### src/rtl/lcd_spi_write.sv
// Mode-0 SPI byte writer for the LCD path with separate D/C line and wr_done handshake.
// Optional build macro LCD_SPI_CS_HOLD_EN keeps CS low across back-to-back words.
module lcd_spi_write #(
  parameter int CLK_DIV    = 2,
  parameter int GAP_CYCLES = 2
) (
  input  logic       sys_clk,
  input  logic       sys_rst,
  input  logic       en_write,
  input  logic [8:0] data,
  output logic       busy,
  output logic       wr_done,
  output logic       lcd_sclk,
  output logic       lcd_mosi,
  output logic       lcd_dc,
  output logic       lcd_cs
);

  localparam int DIV_W = (CLK_DIV > 1) ? $clog2(CLK_DIV) : 1;
  localparam int GAP_W = (GAP_CYCLES > 1) ? $clog2(GAP_CYCLES) : 1;
  localparam logic [DIV_W-1:0] DIV_LAST = DIV_W'(CLK_DIV - 1);
  localparam logic [GAP_W-1:0] GAP_LAST = GAP_W'(GAP_CYCLES - 1);

  localparam logic [1:0] IDLE  = 2'd0;
  localparam logic [1:0] SHIFT = 2'd1;
  localparam logic [1:0] GAP   = 2'd2;

  logic [1:0]       state;
  logic [DIV_W-1:0] div_cnt;
  logic [2:0]       bit_cnt;
  logic [GAP_W-1:0] gap_cnt;
  logic [6:0]       shreg;
  logic             phase_end;

  // Bit 7 is presented directly on accept, so only the remaining seven bits are held.
  assign phase_end = (div_cnt == DIV_LAST);

  always_comb begin
    busy = (state != IDLE);
  end

  always_ff @(posedge sys_clk) begin
    if (sys_rst) begin
      state    <= IDLE;
      div_cnt  <= '0;
      bit_cnt  <= '0;
      gap_cnt  <= '0;
      shreg    <= '0;
      wr_done  <= 1'b0;
      lcd_sclk <= 1'b0;
      lcd_mosi <= 1'b0;
      lcd_dc   <= 1'b0;
      lcd_cs   <= 1'b1;
    end else begin
      wr_done <= 1'b0;
      case (state)
        IDLE: begin
          if (en_write) begin
            shreg    <= data[6:0];
            lcd_mosi <= data[7];
            lcd_dc   <= data[8];
            lcd_cs   <= 1'b0;
            lcd_sclk <= 1'b0;
            div_cnt  <= '0;
            bit_cnt  <= '0;
            state    <= SHIFT;
          end
`ifdef LCD_SPI_CS_HOLD_EN
          else begin
            lcd_cs <= 1'b1;
          end
`endif
        end

        SHIFT: begin
          if (!phase_end) begin
            div_cnt <= div_cnt + 1'b1;
          end else begin
            div_cnt <= '0;
            if (!lcd_sclk) begin
              lcd_sclk <= 1'b1;
            end else begin
              lcd_sclk <= 1'b0;
              // Last bit: MOSI keeps bit 0 instead of shifting in a filler zero.
              if (bit_cnt == 3'd7) begin
                wr_done <= 1'b1;
                bit_cnt <= '0;
                gap_cnt <= '0;
                state   <= GAP;
`ifndef LCD_SPI_CS_HOLD_EN
                lcd_cs  <= 1'b1;
`endif
              end else begin
                bit_cnt  <= bit_cnt + 1'b1;
                lcd_mosi <= shreg[6];
                shreg    <= {shreg[5:0], 1'b0};
              end
            end
          end
        end

        GAP: begin
          if (gap_cnt == GAP_LAST) begin
            gap_cnt <= '0;
            state   <= IDLE;
          end else begin
            gap_cnt <= gap_cnt + 1'b1;
          end
        end

        default: state <= IDLE;
      endcase
    end
  end

endmodule

### config.mk
export PLATFORM = sky130hd
export DESIGN_NAME = lcd_spi_write
export DESIGN_NICKNAME = d
export VERILOG_FILES = /design/src/rtl/lcd_spi_write.sv
export SDC_FILE = /design/constraint.sdc
export NUM_CORES = 1
export LEC_CHECK = 0
export ABC_CLOCK_PERIOD_IN_PS = 1610
export BUFFER_PORTS_ARGS = -buffer_cell sky130_fd_sc_hd__buf_2
export CORE_UTILIZATION = 56
export CTS_BUF_LIST = sky130_fd_sc_hd__clkbuf_4
export CTS_CLUSTER_DIAMETER = 80
export DETAILED_ROUTE_END_ITERATION = 7
export GPL_ROUTABILITY_DRIVEN = 0
export GPL_TIMING_DRIVEN = 0
export PLACE_DENSITY = 0.81
export SLEW_MARGIN = 20
export SYNTH_ARGS = -nofsm -noshare
export SYNTH_HDL_FRONTEND = slang
export SYNTH_SLANG_ARGS = --single-unit
### constraint.sdc
create_clock -name sys_clk -period 1.61 [get_ports sys_clk]
set_clock_uncertainty 0.1 [all_clocks]
set_input_delay 0.322 -clock sys_clk [delete_from_list [all_inputs] [get_ports sys_clk]]
set_output_delay 0.322 -clock sys_clk [all_outputs]
set_load 0.05 [all_outputs]
### Word-level counts from Yosys, hierarchy flattened

Index checks and enable logic that the tools add are counted.
W data, S select, Z words.

| storage, ports and cells | value |
|---|---|
| register bits | 19 |
| input bits | 12 |

| operators by class | value |
|---|---|
| add/sub/neg operators | 3 |
| equality and inequality tests | 9 |
| muxes and demuxes | 37 |
| bitwise operators | 3 |
| reductions and logical operators | 13 |

Operators by type and width:

| operator | count |
|---|---|
| $mux W7 | 4 |
| $mux W1 | 16 |
| $reduce_and A5 Y1 | 3 |
| $pmux W7 S2 | 1 |
| $mux W3 | 4 |
| $ne A2 B2 Y1 const B | 6 |
| $mux W2 | 5 |
| $pmux W1 S2 | 5 |
| $reduce_and A4 Y1 | 2 |
| $pmux W2 S3 | 1 |
| $pmux W3 S2 | 1 |
| $reduce_bool A2 Y1 | 3 |
| $reduce_and A2 Y1 | 2 |
| $reduce_or A4 Y1 | 1 |
| $add A3 B1 Y3 const B | 1 |
| $eq A3 B3 Y1 const B | 1 |
| $not A1 Y1 | 3 |
| $reduce_and A3 Y1 | 1 |
| $add A1 B1 Y1 const B | 2 |
| $eq A2 B1 Y1 const B | 1 |
| $eq A2 B2 Y1 const B | 1 |
| $logic_not A2 Y1 | 1 |

### Logic depth before layout (Yosys ltp)

Gate-level depths: netlist of the first run.

| logic depth | value |
|---|---|
| depth in word-level cells | 5 |
| gate-level depth with buffers | 5 |
| gate-level depth less buffers | 5 |

### Worst setup path after synthesis of the first run

No wires, ideal clock.

| path | value |
|---|---|
| path kind | flip-flop to flip-flop |
| from | register lcd_sclk |
| to | register lcd_mosi |
| data arrival time | 1256 ps |
| data required time | 1375 ps |
| path slack | 119 ps |
| stages on the path, launching flop included | 5 |
| cells stage by stage | dfxtp_1 -> and3_1 -> buf_6 -> a21o_4 -> a211oi_2 |

| between the ends | value |
|---|---|
| longest elaborated chain between the ends | 2 |

Ends and longest elaborated chain:

| element | RTL line | text |
|---|---|---|
| start: declaration | 13 | `output logic lcd_sclk,` |
| start signal: assignment | 50 | `lcd_sclk <= 1'b0;` |
| start signal: assignment | 63 | `lcd_sclk <= 1'b0;` |
| start signal: assignment | 81 | `lcd_sclk <= 1'b1;` |
| $ne A2 B2 Y1 (no line) | n/a |  |
| $reduce_and A5 Y1 (no line) | n/a |  |
| end signal: assignment | 60 | `lcd_mosi <= data[7];` |
| end signal: assignment | 95 | `lcd_mosi <= shreg[6];` |
| end: declaration | 14 | `output logic lcd_mosi,` |

Every way passes these cells.
A chain may end at the register's enable or synchronous reset.

### Worst setup path after layout of the first run

| path | value |
|---|---|
| from | register state[0] |
| to | output busy |

| between the ends | value |
|---|---|
| longest elaborated chain between the ends | 1 |

Ends and longest elaborated chain:

| element | RTL line | text |
|---|---|---|
| start: declaration | 28 | `logic [1:0] state;` |
| start signal: assignment | 44 | `state <= IDLE;` |
| start signal: assignment | 66 | `state <= SHIFT;` |
| start signal: assignment | 89 | `state <= GAP;` |
| $reduce_bool A2 Y1 | 39 | `busy = (state != IDLE);` |
| end: declaration | 11 | `output logic busy,` |

Every way passes these cells.

==> flow_summary.yaml, run 1 <==
status:
  outcome: "completed"
synthesis:
  yosys.area_share.simple_pct: 13.4
  yosys_warnings: 0
  synth.most_common_cell: "dfxtp_1"
  seq_area_frac_synth_pct: 40.3
  synth-compound-area-share_pct: 28.9
  synth_mux_area_share_pct: 8.48
  ys_dominant_reg_cell: "dfxtp_1"
  synth_top_area_share_pct: 40.3
  synth.cell_area_um2: 945
  synth_top_family_by_area: "compound AO/OA/AOI/OAI gates"
  syn_inst: 92
  synth.distinct_cells: 33
  ys_async_sr_fraction_pct: 0
  ys_seq_elements: 19
  yosys.area_share.xor_xnor_pct: 0
  synth_edf_count: 0
  synth_adder_area_share_pct: 3.97
  yosysTopAreaCell: "dfxtp_1"
  syn-num-nets: 107
  ys_top_cells_by_count: "19 x dfxtp_1, 8 x mux2i_1, 7 x a211oi_1, 7 x a211oi_2, 6 x a21oi_1"
  syn_area_per_cell_um2: 10.3
  ys_top_cells_by_area: "dfxtp_1 40%, a211oi_2 9.3%, mux2i_1 8.5%, a211oi_1 5.6%, ha_1 4.0%"
grt:
  overflow: 0
  grt_pass1_vias: 737
  grt_pass1_wl_um: 3080
  antenna_found_initial: 0
  grt_max_degree: 17
  grt_usage_pct: 21.8
drt:
  first_pass_iters: 4
  routedWlPerCell_um: 14.5
  antenna_left: 0
  vias_per_cell: 6.04
  first_iter_violations: 14
  routed_wl_um: 1840
  route.detailed.drc: 0
  vias: 767
timing:
  final_hold_viol_count: 0
  timing.final.ws_setup_ns: 0.0314
  rsz0062_at_grt: "no"
  holdWs_ns: 0.154
  tns_ns: 0
  slew_viol_final: 0
  min_period_ns: 1.58
  max_clock_freq_ghz: 0.633
  tightest_slew_ns: 0.439
  period_share_pct: 98.1
  relSlewSlack_pct: 70.7
  setup-violations-final: 0
floorplanning:
  die_x_um: 43.1
  die_y_um: 43.1
  design.die.area_um2: 1860
  core_um2: 1540
  initial_utilization_pct: 61.3
  rows: 14
  ios: 18
worst_setup_path:
  worstPathArrival_ns: 1.16
  cp-start-kind: "flop"
  required_ns: 1.19
  path_max_fanout: 16
  worstSetupPathType: "flop to primary output"
  endpoint_kind: "primary output"
cells_and_area:
  drive_above_1_share_pct: 36.0
  antenna_cells: 0
  areaGrowthSynthToFinish_pct: 15.9
  final_nets: 127
  stdcell_count: 127
  fill_cells: 132
  final_util_pct: 71.0
placed_design:
  dp_hpwl_um: 1310
  port_buffers: 16
  dpl.cell_count: 124
  place_ws_ns: -0.0233
clock_network:
  clock_path_buffers: 2
  cts_sinks: 19
  cts_tree: "built"
  root_buffer: "clkbuf_4"
  numCtsBuffers: 3
  clk_latency_ns: 0.30
  clkTransAtPathRegs_ns: 0.11
  htreeDepth: 1
power_and_ir_drop:
  swShare_pct: 29.4
  p_leak_nw: 0.436
  internal_power_mw: 0.654
  p_sw_mw: 0.272
  comb_power_share_pct: 17.0
  peakVddDrop_mv: 0.612
  seqPwrFrac_pct: 55.8
  power_density_nw_per_um2: 846
  p_clk_share_pct: 27.2
hold_path:
  hp-class: "input pin to flop"
job:
  cap_violations: 0
[critical path: stages, from the launching register on]
cell	delay (ns)
dfxtp_4	0.43
or2_4	0.27
buf_8	0.15
[layout make-up]
type | count | area, µm² | area share (%)
plain buffers | 4 | 27.5 | 2.51
clock buffers | 3 | 22.5 | 2.06
clock inverters | 1 | 5.00 | 0.457
inverters | 2 | 7.51 | 0.686
multi-input cells | 65 | 527 | 48.1
flip-flops and latches | 19 | 388 | 35.4
well taps | 16 | 20.0 | 1.83
repair buffers | 17 | 97.6 | 8.91
[stage by stage]
step / power [mW] / area [µm²]
floorplan: 0.646 / 945
global placement: 0.681 / 1040
detailed placement: 0.685 / 1040
CTS: 0.925 / 1100
global route: 0.961 / 1090
finish: 0.926 / 1090
[cell usage in the layout (no fill, tap or decap), types with 3 or more instances in the layout]
cell	n
dfxtp_1	17
buf_2	16
mux2i_1	8
a211oi_1	7
a211oi_2	7
a21oi_1	6
nor2_1	5
nand2_1	4
o2bb2ai_1	3
clkbuf_4	3
[metal layers]
layer,track usage [%],up-vias,routed length [µm]
met4,9.09,0,29
met5,0,-,0
met1,26.8,366,820
met2,38.2,18,910
li1,-,378,-
met3,2.55,5,76
[power by group through the flow]
stage | sequential (mW) | combinational, mW | clock, mW
2_1_floorplan | 0.543 | 0.103 | 0
3_3_place_gp | 0.521 | 0.160 | 0
3_5_place_dp | 0.523 | 0.162 | 0
4_1_cts | 0.517 | 0.158 | 0.250
5_1_grt | 0.521 | 0.170 | 0.271
6_report | 0.517 | 0.158 | 0.252
[final timing paths]
| check | startpoint | cells past startpoint | end | slack [ns] |
|---|---|---|---|---|
| min | data[8] | 3 | lcd_dc$_SDFFE_PP0P_ | 0.15 |
| min reg2reg | gap_cnt$_SDFFE_PP0P_ | 2 | gap_cnt$_SDFFE_PP0P_ | 0.39 |
| max reg2reg | bit_cnt[0]$_SDFFE_PP0P_ | 5 | lcd_mosi$_SDFFE_PP0P_ | 0.09 |
| max | state[0]$_SDFFE_PP0P_ | 2 | busy | 0.03 |
[sequential cells by signal, summed over array words and instances (netlist names)]
name      cells
bit_cnt       3
div_cnt       1
gap_cnt       1
lcd_cs        1
lcd_dc        1
lcd_mosi      1
lcd_sclk      1
shreg         7
state         2
wr_done       1
[what timing repair did]
item / in CTS / in global routing
resized for setup: 11 / 1
pin swaps: 0 / 2
setup endpoints to repair: 8 / 3
hold buffers: 0 / 0
setup buffers: 1 / 0
[cells by family after synthesis]
kind of cell | Yosys count
adder cells (fa/ha/maj) | 3
multiplexers | 8
AND/OR/NAND/NOR | 22
flip-flops | 19
AO/OA/AOI/OAI | 32
buffers and inverters | 8
(Power assumes the default switching activity.)
==> inputs of run 2 (changes only) <==
--- a/config.mk
+++ b/config.mk
@@ -7,13 +7,12 @@
 export LEC_CHECK = 0
 export ABC_CLOCK_PERIOD_IN_PS = 1610
 export BUFFER_PORTS_ARGS = -buffer_cell sky130_fd_sc_hd__buf_2
-export CORE_UTILIZATION = 56
+export CORE_UTILIZATION = 40
 export CTS_BUF_LIST = sky130_fd_sc_hd__clkbuf_4
 export CTS_CLUSTER_DIAMETER = 80
 export DETAILED_ROUTE_END_ITERATION = 7
 export GPL_ROUTABILITY_DRIVEN = 0
 export GPL_TIMING_DRIVEN = 0
-export PLACE_DENSITY = 0.81
 export SLEW_MARGIN = 20
 export SYNTH_ARGS = -nofsm -noshare
 export SYNTH_HDL_FRONTEND = slang
==> run 2 against run 1 <==
  * Sequential power about the same
  * Die area increased by 38%
  * Clock power decreased by 4%
  * Worst hold slack improved by 0.019 ns
  * Critical endpoint unchanged
  * Sequential share of layout area decreased by 0.48 points
==> flow_summary.yaml, run 2 (synthesized netlist as in run 1, its figures left out) <==
worst_setup_path:
  r2r_cells: 5
  crit_chain: "or2_4 -> buf_8"
  cp_num_cells: 2
  required_ns: 1.19
  cp_slowest_cell: "dfxtp_4"
  crit_buf_inv: 1
  crit_family: "flip-flops"
  endpoint_kind: "primary output"
  worstSetupPathType: "flop to primary output"
  path_max_fanout: 16
  cp-start-kind: "flop"
  worstPathArrival_ns: 1.15
  slowest_delay_ns: 0.43
clock_network:
  root_buffer: "clkbuf_4"
  cts_tree: "built"
  cts_sinks: 19
  htreeDepth: 1
  numCtsBuffers: 3
  clock_path_buffers: 2
  clkTransAtPathRegs_ns: 0.11
  clk_latency_ns: 0.29
  ctsHoldBuffers: 0
cells_and_area:
  final_common_cell: "dfxtp_1"
  reg_top3: "shreg x7, bit_cnt x3, state x2"
  final_nets: 127
  mostFrequentLayoutCells: "17 x dfxtp_1, 16 x buf_2, 8 x mux2i_1"
  stdcell_count: 139
  largest_reg_flops: 7
  antenna_cells: 0
  top_register: "shreg"
  drive_above_1_share_pct: 36.0
  areaGrowthSynthToFinish_pct: 17.5
drt:
  route.detailed.drc: 0
  routedWlPerCell_um: 13.3
  routed_wl_um: 1840
  antenna_left: 0
  first_pass_iters: 4
  vias: 730
  first_iter_violations: 6
  vias_per_cell: 5.25
hold_path:
  hp-class: "input pin to flop"
  hold_depth: 3
power_and_ir_drop:
  power_density_nw_per_um2: 825
  peakVddDrop_mv: 0.460
  p_leak_nw: 0.436
  total_power_mw: 0.916
floorplanning:
  die_x_um: 50.6
  initial_utilization_pct: 42.7
  core_um2: 2210
  ios: 18
  die_y_um: 50.6
  design.die.area_um2: 2560
  rows: 17
grt:
  grt_pass1_vias: 703
  antenna_found_initial: 0
  grt_max_degree: 17
  grt_usage_pct: 15.4
  grt_pass1_wl_um: 3000
  overflow: 0
timing:
  min_period_ns: 1.57
  max_clock_freq_ghz: 0.638
  relSlewSlack_pct: 69.3
  slew_viol_final: 0
  period_share_pct: 97.3
  tightest_slew_ns: 0.460
  final_hold_viol_count: 0
  rsz0062_at_grt: "no"
  setup-violations-final: 0
job:
  cap_violations: 0
placed_design:
  dpl.cell_count: 136
  port_buffers: 16
status:
  outcome: "completed"
## run 2: cell counts in the layout (fill, tap and decap cells not counted)
No cell type changed its count.
## run 2: repair_timing
action / 4_1_cts / 5_1_grt
endpoints found under the setup margin: 8 / 4
setup buffers: 1 / 0
resized for setup: 11 / 1
## run 2: tightest hold or removal path: stages
cell and delay [ns]:
buf_2 0.08, mux2i_1 0.05, nor2_1 0.08
## run 2: power by group
part / internal (mW) / switching (mW) / total (mW)
Clock: 0.0923 / 0.149 / 0.241
Combinational: 0.0682 / 0.0896 / 0.158
Sequential: 0.493 / 0.0239 / 0.517
## run 2: final timing paths
check | end | slack [ns] | start
setup / recovery | busy | 0.04 | state[0]$_SDFFE_PP0P_
setup reg to reg | shreg[1]$_SDFFE_PP0P_ | 0.12 | bit_cnt[0]$_SDFFE_PP0P_
hold reg to reg | bit_cnt[0]$_SDFFE_PP0P_ | 0.38 | bit_cnt[0]$_SDFFE_PP0P_
hold / removal | lcd_dc$_SDFFE_PP0P_ | 0.17 | data[8]
## run 2: per-stage QoR
| step | hold WS, ns | worst slack [ns] | utilization, % | setup TNS (ns) | area (µm²) |
|---|---|---|---|---|---|
| final | 0.173 | 0.0430 | 50.2 | 0 | 1110 |
| after global routing | 0.171 | 0.00143 | 50.2 | 0 | 1110 |
| after CTS | 0.165 | 0.0213 | 50.6 | 0 | 1120 |
| after detailed placement | 0.366 | -0.0124 | 47.9 | -0.0272 | 1060 |
| after global placement | 0.354 | -0.0266 | 47.9 | -0.121 | 1060 |
| after floorplan | 0.346 | 0.119 | - | 0 | 945 |
## run 2: layer usage
metal  track usage [%]  vias to the layer above  wire [µm]
met5                 0                        -          0
met4              6.02                        0         12
met3              2.12                        2         55
met2              26.9                       11        884
met1              19.0                      332        891
li1                  -                      385          -
## run 2: area by class of cell
type / count / area (µm²)
fill: 214 / 1100
clock inverter: 1 / 5.00
sequential: 19 / 388
tap: 28 / 35.0
buffer: 4 / 27.5
inverter: 2 / 7.51
multi-input combinational: 65 / 527
clock buffer: 3 / 22.5
timing repair buffer: 17 / 97.6
==> inputs of run 3 (changes only) <==
--- a/config.mk
+++ b/config.mk
@@ -6,12 +6,12 @@
 export NUM_CORES = 1
 export LEC_CHECK = 0
 export ABC_CLOCK_PERIOD_IN_PS = 1610
-export BUFFER_PORTS_ARGS = -buffer_cell sky130_fd_sc_hd__buf_2
+export BUFFER_PORTS_ARGS = -buffer_cell sky130_fd_sc_hd__buf_4
 export CORE_UTILIZATION = 40
 export CTS_BUF_LIST = sky130_fd_sc_hd__clkbuf_4
 export CTS_CLUSTER_DIAMETER = 80
 export DETAILED_ROUTE_END_ITERATION = 7
-export GPL_ROUTABILITY_DRIVEN = 0
+export GPL_ROUTABILITY_DRIVEN = 1
 export GPL_TIMING_DRIVEN = 0
 export SLEW_MARGIN = 20
 export SYNTH_ARGS = -nofsm -noshare
==> constraint.sdc (replaced) <==
create_clock -name sys_clk -period 1.61 [get_ports sys_clk]
set_clock_uncertainty 0.1 [all_clocks]
set_input_delay 0.0805 -clock sys_clk [delete_from_list [all_inputs] [get_ports sys_clk]]
set_output_delay 0.0805 -clock sys_clk [all_outputs]
set_load 0.05 [all_outputs]
==> run 3 against run 2 <==
  * Utilization is 2.3 points higher
  * Non-clock buffer count is 3 higher
  * Combinational power is 12% higher
  * First-iteration DRC count is 33% higher
  * Die area stayed put
  * Cell count is 2.2% higher
  * Register-to-register slack hardly changed
  * Count of clock-buffer cells in the layout is 1 higher
  * Via count is 2.6% higher
  * Largest cell class unchanged
==> flow_summary.yaml, run 3 (synthesized netlist as in run 1, its figures left out) <==
cells_and_area:
  reg_top3: "shreg x7, bit_cnt x3, state x2"
  antenna_cells: 0
  final_common_cell: "buf_4"
  final_cell_area_um2: 1160
  final_nets: 130
  multi_input_area_um2: 524
  fill_cells: 232
  mostFrequentLayoutCells: "18 x buf_4, 17 x dfxtp_1, 8 x mux2i_1"
  areaGrowthSynthToFinish_pct: 22.8
  largest_reg_flops: 7
  drive_above_1_share_pct: 36.0
  final_util_pct: 52.4
  top_register: "shreg"
  seq_area_um2: 383
power_and_ir_drop:
  power_density_nw_per_um2: 822
  comb_power_share_pct: 18.6
  internal_power_mw: 0.689
  seqPwrFrac_pct: 53.8
  p_sw_mw: 0.264
  swShare_pct: 27.7
  p_clk_share_pct: 27.7
  peakVddDrop_mv: 0.646
  total_power_mw: 0.954
  p_leak_nw: 0.458
floorplanning:
  ios: 18
  rows: 17
  core_um2: 2210
  die_x_um: 50.6
  initial_utilization_pct: 42.7
  design.die.area_um2: 2560
  die_y_um: 50.6
timing:
  tns_ns: 0
  timing.final.ws_setup_ns: 0.0933
  period_share_pct: 94.2
  min_period_ns: 1.52
  slew_viol_final: 0
  relSlewSlack_pct: 70.6
  tightest_slew_ns: 0.441
  rsz0062_at_grt: "no"
  max_clock_freq_ghz: 0.659
  setup-violations-final: 0
  final_hold_viol_count: 0
grt:
  grt_pass1_wl_um: 3310
  grt_max_degree: 11
  overflow: 0
  grt_usage_pct: 17.2
  grt_pass1_vias: 738
  antenna_found_initial: 0
placed_design:
  dpl_cell_area_um2: 1100
  place_congestion: 0.701
  port_buffers: 16
  dp_hpwl_um: 1350
  place_ws_ns: -0.0222
clock_network:
  clk_latency_ns: 0.30
  root_buffer: "clkbuf_4"
  clock_path_buffers: 2
  htreeDepth: 1
  numCtsBuffers: 3
  clkTransAtPathRegs_ns: 0.11
  cts_setup_buffers: 0
  cts_tree: "built"
  cts_sinks: 19
drt:
  route.detailed.drc: 0
  vias_per_cell: 5.27
  routed_wl_um: 1870
  first_pass_iters: 4
  first_iter_violations: 8
  routedWlPerCell_um: 13.2
  antenna_left: 0
  vias: 749
worst_setup_path:
  path_max_fanout: 10
  worstSetupPathType: "flop to primary output"
  cp-start-kind: "flop"
  worstPathArrival_ns: 1.34
  required_ns: 1.43
  endpoint_kind: "primary output"
status:
  outcome: "completed"
hold_path:
  hp-class: "input pin to flop"
job:
  cap_violations: 0
run 3: cell types whose count changed in the layout (fill, tap and decap cells not counted), moves of 2 or more:
| cell | before | now |
|---|---|---|
| buf_4 | 2 | 18 |
| dlygate4sd3_1 | 0 | 2 |
| buf_2 | 16 | 2 |
| dfxtp_4 | 2 | 0 |
| dfxtp_2 | 0 | 2 |
run 3: worst paths after layout:
kind	startpoint	end	slack, ns	cells after the start
max reg2reg	bit_cnt[0]$_SDFFE_PP0P_	shreg[1]$_SDFFE_PP0P_	0.13	5
max	state[0]$_SDFFE_PP0P_	busy	0.09	3
min	en_write	shreg[0]$_SDFFE_PP0P_	0.05	4
min reg2reg	bit_cnt[1]$_SDFFE_PP0P_	bit_cnt[1]$_SDFFE_PP0P_	0.38	2
run 3: metal layers:
| metal | routed length (µm) | vias to the layer above | track usage, % |
|---|---|---|---|
| met5 | 0 | - | 0 |
| met3 | 77 | 2 | 6.36 |
| li1 | - | 386 | - |
| met1 | 927 | 349 | 20.5 |
| met4 | 13 | 0 | 4.17 |
| met2 | 850 | 12 | 29.1 |
run 3: area by class of cell:
type | instances | share of cell area (%)
buffer | 6 | 3.45
clock buffer | 4 | 2.59
inverter | 2 | 0.647
multi-input combinational | 65 | 45.2
sequential | 19 | 33.0
tap | 28 | 3.02
timing repair buffer | 18 | 12.1
run 3: worst max-delay path, cell delays in order (launching register included):
cell	delay, ns
dfxtp_2	0.36
buf_4	0.19
or2_2	0.29
buf_4	0.19
run 3: metrics by stage:
step	std cells	hold slack, ns
2_1_floorplan	92	0.128
3_3_place_gp	136	0.231
3_5_place_dp	136	0.244
4_1_cts	142	0.0468
5_1_grt	142	0.0464
6_report	142	0.0521
run 3: power by group through the flow:
| stage | combinational, mW | clock [mW] | sequential (mW) |
|---|---|---|---|
| 2_1_floorplan | 0.103 | 0 | 0.543 |
| 3_3_place_gp | 0.173 | 0 | 0.522 |
| 3_5_place_dp | 0.176 | 0 | 0.523 |
| 4_1_cts | 0.179 | 0.271 | 0.513 |
| 5_1_grt | 0.191 | 0.300 | 0.517 |
| 6_report | 0.177 | 0.264 | 0.513 |
run 3: repair_timing:
action                     4_1_cts  5_1_grt
resized for setup                1        3
setup endpoints to repair        7        7
hold endpoints to repair         2        0
hold buffers                     2        0
